### src/rtl/usb_rx_decoder.sv
// Low-speed USB receive decoder: SYNC hunt, NRZI decode, bit destuffing, LSB-first byte assembly, EOP/error detection.
// Outputs registered one clk after the deciding strobe, no backpressure; USB_RX_STUFF_CHECK_EN makes a stuff bit decoded as 1 an error.
module usb_rx_decoder #(
    parameter int STUFF_LEN = 6,
    parameter int EOP_MAX   = 3
) (
    input  logic       clk,
    input  logic       reset,
    input  logic [1:0] d,
    input  logic       strobe,
    output logic [7:0] rx_data,
    output logic       rx_valid,
    output logic       rx_active,
    output logic       rx_eop,
    output logic       rx_error
);
    localparam logic [1:0] LINE_J = 2'b01;
    localparam logic [1:0] LINE_K = 2'b10;

    localparam logic [1:0] S_HUNT = 2'd0;
    localparam logic [1:0] S_DATA = 2'd1;
    localparam logic [1:0] S_EOP  = 2'd2;
    localparam logic [1:0] S_WAIT = 2'd3;

    localparam int SCW = $clog2(STUFF_LEN + 1);
    localparam int ECW = $clog2(EOP_MAX + 1);

    logic [1:0]     state_q, state_d;
    logic [1:0]     prev_q, prev_d;
    logic [7:0]     hist_q, hist_d;
    logic [7:0]     byte_q, byte_d;
    logic [SCW-1:0] stuff_cnt_q, stuff_cnt_d;
    logic [2:0]     bit_cnt_q, bit_cnt_d;
    logic [ECW-1:0] se0_cnt_q, se0_cnt_d;
    logic [7:0]     rx_data_q, rx_data_d;
    logic           rx_valid_q, rx_valid_d;
    logic           rx_active_q, rx_active_d;
    logic           rx_eop_q, rx_eop_d;
    logic           rx_error_q, rx_error_d;

    logic line_jk;
    logic bit_dec;
    logic err;

    // Anything that is neither J nor K (SE0, or the illegal SE1) is handled as SE0.
    assign line_jk = (d == LINE_J) || (d == LINE_K);
    assign bit_dec = (d == prev_q);

    always_comb begin
        state_d     = state_q;
        prev_d      = prev_q;
        hist_d      = hist_q;
        byte_d      = byte_q;
        stuff_cnt_d = stuff_cnt_q;
        bit_cnt_d   = bit_cnt_q;
        se0_cnt_d   = se0_cnt_q;
        rx_data_d   = rx_data_q;
        rx_active_d = rx_active_q;
        rx_valid_d  = 1'b0;
        rx_eop_d    = 1'b0;
        rx_error_d  = 1'b0;
        err         = 1'b0;

        if (strobe) begin
            case (state_q)
                S_HUNT: begin
                    if (line_jk) begin
                        prev_d = d;
                        hist_d = {hist_q[6:0], bit_dec};
                        if (hist_d == 8'h01) begin
                            state_d     = S_DATA;
                            rx_active_d = 1'b1;
                            stuff_cnt_d = '0;
                            bit_cnt_d   = '0;
                        end
                    end else begin
                        prev_d = LINE_J;
                    end
                end
                S_DATA: begin
                    if (line_jk) begin
                        prev_d = d;
                        if (stuff_cnt_q == SCW'(STUFF_LEN)) begin
`ifdef USB_RX_STUFF_CHECK_EN
                            if (bit_dec) begin
                                err = 1'b1;
                            end else begin
                                stuff_cnt_d = '0;
                            end
`else
                            stuff_cnt_d = '0;
`endif
                        end else begin
                            stuff_cnt_d = bit_dec ? stuff_cnt_q + SCW'(1) : '0;
                            byte_d      = {bit_dec, byte_q[7:1]};
                            bit_cnt_d   = bit_cnt_q + 3'd1;
                            if (bit_cnt_q == 3'd7) begin
                                rx_data_d  = byte_d;
                                rx_valid_d = 1'b1;
                            end
                        end
                    end else begin
                        state_d   = S_EOP;
                        se0_cnt_d = ECW'(1);
                    end
                end
                S_EOP: begin
                    if (d == LINE_J) begin
                        state_d     = S_HUNT;
                        prev_d      = LINE_J;
                        rx_active_d = 1'b0;
                        if (bit_cnt_q == 3'd0) begin
                            rx_eop_d = 1'b1;
                        end else begin
                            rx_error_d = 1'b1;
                        end
                    end else if (d == LINE_K) begin
                        err = 1'b1;
                    end else if (se0_cnt_q == ECW'(EOP_MAX)) begin
                        err = 1'b1;
                    end else begin
                        se0_cnt_d = se0_cnt_q + ECW'(1);
                    end
                end
                default: begin
                    if (d == LINE_J) begin
                        state_d = S_HUNT;
                        prev_d  = LINE_J;
                        hist_d  = '0;
                    end
                end
            endcase

            if (err) begin
                state_d     = S_WAIT;
                rx_active_d = 1'b0;
                rx_error_d  = 1'b1;
            end
        end
    end

    always_ff @(posedge clk) begin
        if (reset) begin
            state_q     <= S_HUNT;
            prev_q      <= LINE_J;
            hist_q      <= '0;
            byte_q      <= '0;
            stuff_cnt_q <= '0;
            bit_cnt_q   <= '0;
            se0_cnt_q   <= '0;
            rx_data_q   <= 8'h00;
            rx_valid_q  <= 1'b0;
            rx_active_q <= 1'b0;
            rx_eop_q    <= 1'b0;
            rx_error_q  <= 1'b0;
        end else begin
            state_q     <= state_d;
            prev_q      <= prev_d;
            hist_q      <= hist_d;
            byte_q      <= byte_d;
            stuff_cnt_q <= stuff_cnt_d;
            bit_cnt_q   <= bit_cnt_d;
            se0_cnt_q   <= se0_cnt_d;
            rx_data_q   <= rx_data_d;
            rx_valid_q  <= rx_valid_d;
            rx_active_q <= rx_active_d;
            rx_eop_q    <= rx_eop_d;
            rx_error_q  <= rx_error_d;
        end
    end

    assign rx_data   = rx_data_q;
    assign rx_valid  = rx_valid_q;
    assign rx_active = rx_active_q;
    assign rx_eop    = rx_eop_q;
    assign rx_error  = rx_error_q;

endmodule

### config.mk
export PLATFORM = sky130hd
export DESIGN_NAME = usb_rx_decoder
export DESIGN_NICKNAME = d
export VERILOG_FILES = /design/src/rtl/usb_rx_decoder.sv
export SDC_FILE = /design/constraint.sdc
export NUM_CORES = 1
export LEC_CHECK = 0
export CORE_MARGIN = 1.5
export CORE_UTILIZATION = 50
export DETAILED_ROUTE_END_ITERATION = 6
export GPL_ROUTABILITY_DRIVEN = 0
export GPL_TIMING_DRIVEN = 0
export PLACE_DENSITY = 0.77
export SYNTH_ARGS = -nofsm -noshare
export SYNTH_HDL_FRONTEND = slang
export SYNTH_SLANG_ARGS = --single-unit
### constraint.sdc
create_clock -name clk -period 1.9 [get_ports clk]
set_input_delay 0.285 -clock clk [delete_from_list [all_inputs] [get_ports clk]]
set_output_delay 0.285 -clock clk [all_outputs]
set_load 0.03 [all_outputs]
==> impl_metrics.ini <==
[logic_synthesis]
synthFlopType = dfxtp_1
synth_common_cells = 38 x dfxtp_1, 33 x nor2_1, 25 x mux2i_1, 14 x ha_1, 14 x inv_1
synth_edf_count = 0
synthArstFlopShare = 0
yosysSeqAreaShare = 0.390
synth_seq_cells = 38
syn_inst = 211
syn_nets = 230
synthTopCellsByArea = dfxtp_1 39%, mux2i_1 13%, ha_1 9.0%
ys.warnings.count = 0
yosysTopAreaCellShare = 0.390
syn_area_mm2 = 0.00195
syn_area_per_cell_um2 = 9.25
yosysTopAreaCell = dfxtp_1
ys_types = 46
synth_most_common_cell = dfxtp_1

[power_and_ir_drop]
power.density_mw_per_mm2 = 800
p_leak_nw = 1.09
ir_worst_vdd_mv = 0.553
total_power_mw = 1.94

[floorplan]
start_util = 0.525
rows = 22
core-area_mm2 = 0.00372
io_pins = 17
die_area_mm2 = 0.00429
die_w_um = 65.5
die_h_um = 65.5

[final_layout]
register_area_um2 = 763
multi_input_area_mm2 = 0.00116
layout.nets = 255
area_delta_synth_final_pct = 24.0
final_core_util = 0.651
final_layout_size_suffix_gt1_frac = 0.198
diodes = 0
fin_area_mm2 = 0.00242
fill_cells = 306

[timing]
setup_violations = 0
fmax_mhz = 541
slew_viol_final = 0
worst_slack_ns = 0.0528
tightest_slew_ns = 0.627
tns_ns = 0
finalHoldViolCount = 0
slew_headroom = 0.581
period_share = 0.972
clock_skew_ns = 0.00587
min_period_ns = 1.85

[placed_design]
placed_cell_area_mm2 = 0.00217
dpl.hpwl_mm = 2.66
pre_cts_ws_ns = -0.739
numPortBuffers = 16

[run]
max-cap-violations = 0

[run_status]
status = complete, no violations

[hold_path]
whs_path_depth = 2
hold_class = flip-flop to flip-flop

[worst_setup_path]
cp.required_ns = 2.10
critPathLaunchType = flip-flop
worst_path_max_delay_cell = or4b_4
critPathKind = flip-flop to flip-flop
endpoint_kind = flip-flop
reg2reg_depth = 6
cp_cell_sequence = inv_2 > ha_4 > or4b_4 > and2_1 > a31o_2 > mux2_2
cpPeakStageDelay_ns = 0.47
cp_data_arrival_time_ns = 2.05
cp_max_fo = 7

[clock_network]
hold_buffers = 0
clock_latency_ns = 0.30
cts_tree = built
cts_max_path_buffers = 2
numClockSinks = 38
clk_pin_slew_ns = 0.08
cts_buffers = 5
root_buffer = clkbuf_8
cts_htree_levels = 2

[global_routing]
grt_pass1_wl_mm = 6.33
grt_max_degree = 14
grt_usage = 0.195
grt_pass1_vias = 1395
grt_overflow = 0
antenna_found_initial = 0

[route]
drt-wirelength-per-cell_um = 13.6
vias_per_cell = 5.45
drt_iter0_drc = 132
drc = 0
postRouteAntennaNets = 0
num_vias = 1553
first_pass_iters = 4
wirelength_mm = 3.88
==> cell families after synthesis <==
family / Yosys count / share of synthesized area
simple gates: 78 / 0.197
flops: 38 / 0.390
mux: 29 / 0.151
compound gates: 26 / 0.115
buf+inv: 24 / 0.0474
fa+ha+maj: 14 / 0.0897
xor+xnor: 2 / 0.00898
==> layout make-up <==
| type | instances | share of cell area |
|---|---|---|
| multi-input cells | 149 | 0.479 |
| flip-flops and latches | 38 | 0.315 |
| repair buffers | 19 | 0.0807 |
| clock buffers | 5 | 0.0284 |
| clock inverters | 3 | 0.0284 |
| well taps | 48 | 0.0248 |
| plain buffers | 9 | 0.0217 |
| inverters | 14 | 0.0217 |
==> metal layers <==
layer | GRT usage | up-vias | share of wire
li1 | - | 778 | -
met1 | 0.249 | 723 | 0.49
met2 | 0.305 | 40 | 0.45
met3 | 0.0462 | 12 | 0.045
met4 | 0.102 | 0 | 0.022
met5 | 0 | - | 0
==> placed cells by master, fill, tap and decap left out, types with 2 or more instances in the layout <==
| master | Yosys | layout |
|---|---|---|
| clkdlybuf4s15_1 | 0 | 2 |
| nand3_1 | 3 | 2 |
| inv_2 | 0 | 2 |
| ha_2 | 0 | 3 |
| ha_1 | 14 | 10 |
| clkdlybuf4s50_1 | 0 | 14 |
| clkbuf_2 | 0 | 4 |
| buf_4 | 0 | 3 |
| a21oi_1 | 4 | 4 |
| bufinv_16 | 0 | 2 |
| buf_2 | 2 | 2 |
| mux2_2 | 4 | 4 |
| o31ai_1 | 2 | 2 |
| o211ai_1 | 2 | 2 |
| a211o_2 | 3 | 3 |
| dfxtp_2 | 0 | 2 |
| dfxtp_1 | 38 | 36 |
| nand2_1 | 11 | 11 |
| nor2b_1 | 5 | 5 |
| and2_1 | 6 | 6 |
| or2_2 | 3 | 3 |
| nor3_1 | 4 | 3 |
| clkbuf_8 | 0 | 5 |
| xor2_1 | 2 | 2 |
| and3_1 | 2 | 2 |
| inv_1 | 14 | 12 |
| nor2_1 | 33 | 33 |
| mux2i_1 | 25 | 25 |
==> metrics by stage <==
step	hold WS, ns	std cells
after floorplan	0.402	211
after global placement	0.448	275
after detailed placement	0.452	275
after CTS	0.462	282
after global routing	0.499	285
final	0.463	285
==> critical path, delay by kind of cell (launching register included) <==
kind,cells,cell delay [ns]
AOI/OAI and AO/OA,1,0.24
and+or+nand+nor,2,0.62
muxes,1,0.26
buffers and inverters,1,0.10
adders and majority gates,1,0.18
DFF,1,0.34
==> final timing paths <==
check / startpoint / endpoint / slack (ns)
worst max-delay path: state_q[0] / rx_active / 0.05
worst min-delay path: se0_cnt_q[1] / se0_cnt_q[1] / 0.46
worst max register to register: state_q[0] / rx_active / 0.05
worst min register to register: se0_cnt_q[1] / se0_cnt_q[1] / 0.46
==> state kept, by name, indices dropped and copies added (netlist names) <==
name,cells
hist_q,7
se0_cnt_q,2
rx_data,8
state_q,2
rx_eop,1
prev_q,2
stuff_cnt_q,3
rx_active,1
bit_cnt_q,3
byte_q,7
rx_error,1
rx_valid,1
==> timing repair <==
item                       CTS  global route
resized for setup           16            18
setup endpoints to repair   35            20
setup buffers                0             3
pin swaps                    0             3
==> report_power, final <==
group	switching [mW]	internal, mW
registers	0.00928	0.809
logic	0.159	0.126
clock network	0.305	0.526
No activity file was read; power rests on OpenSTA's default activity.
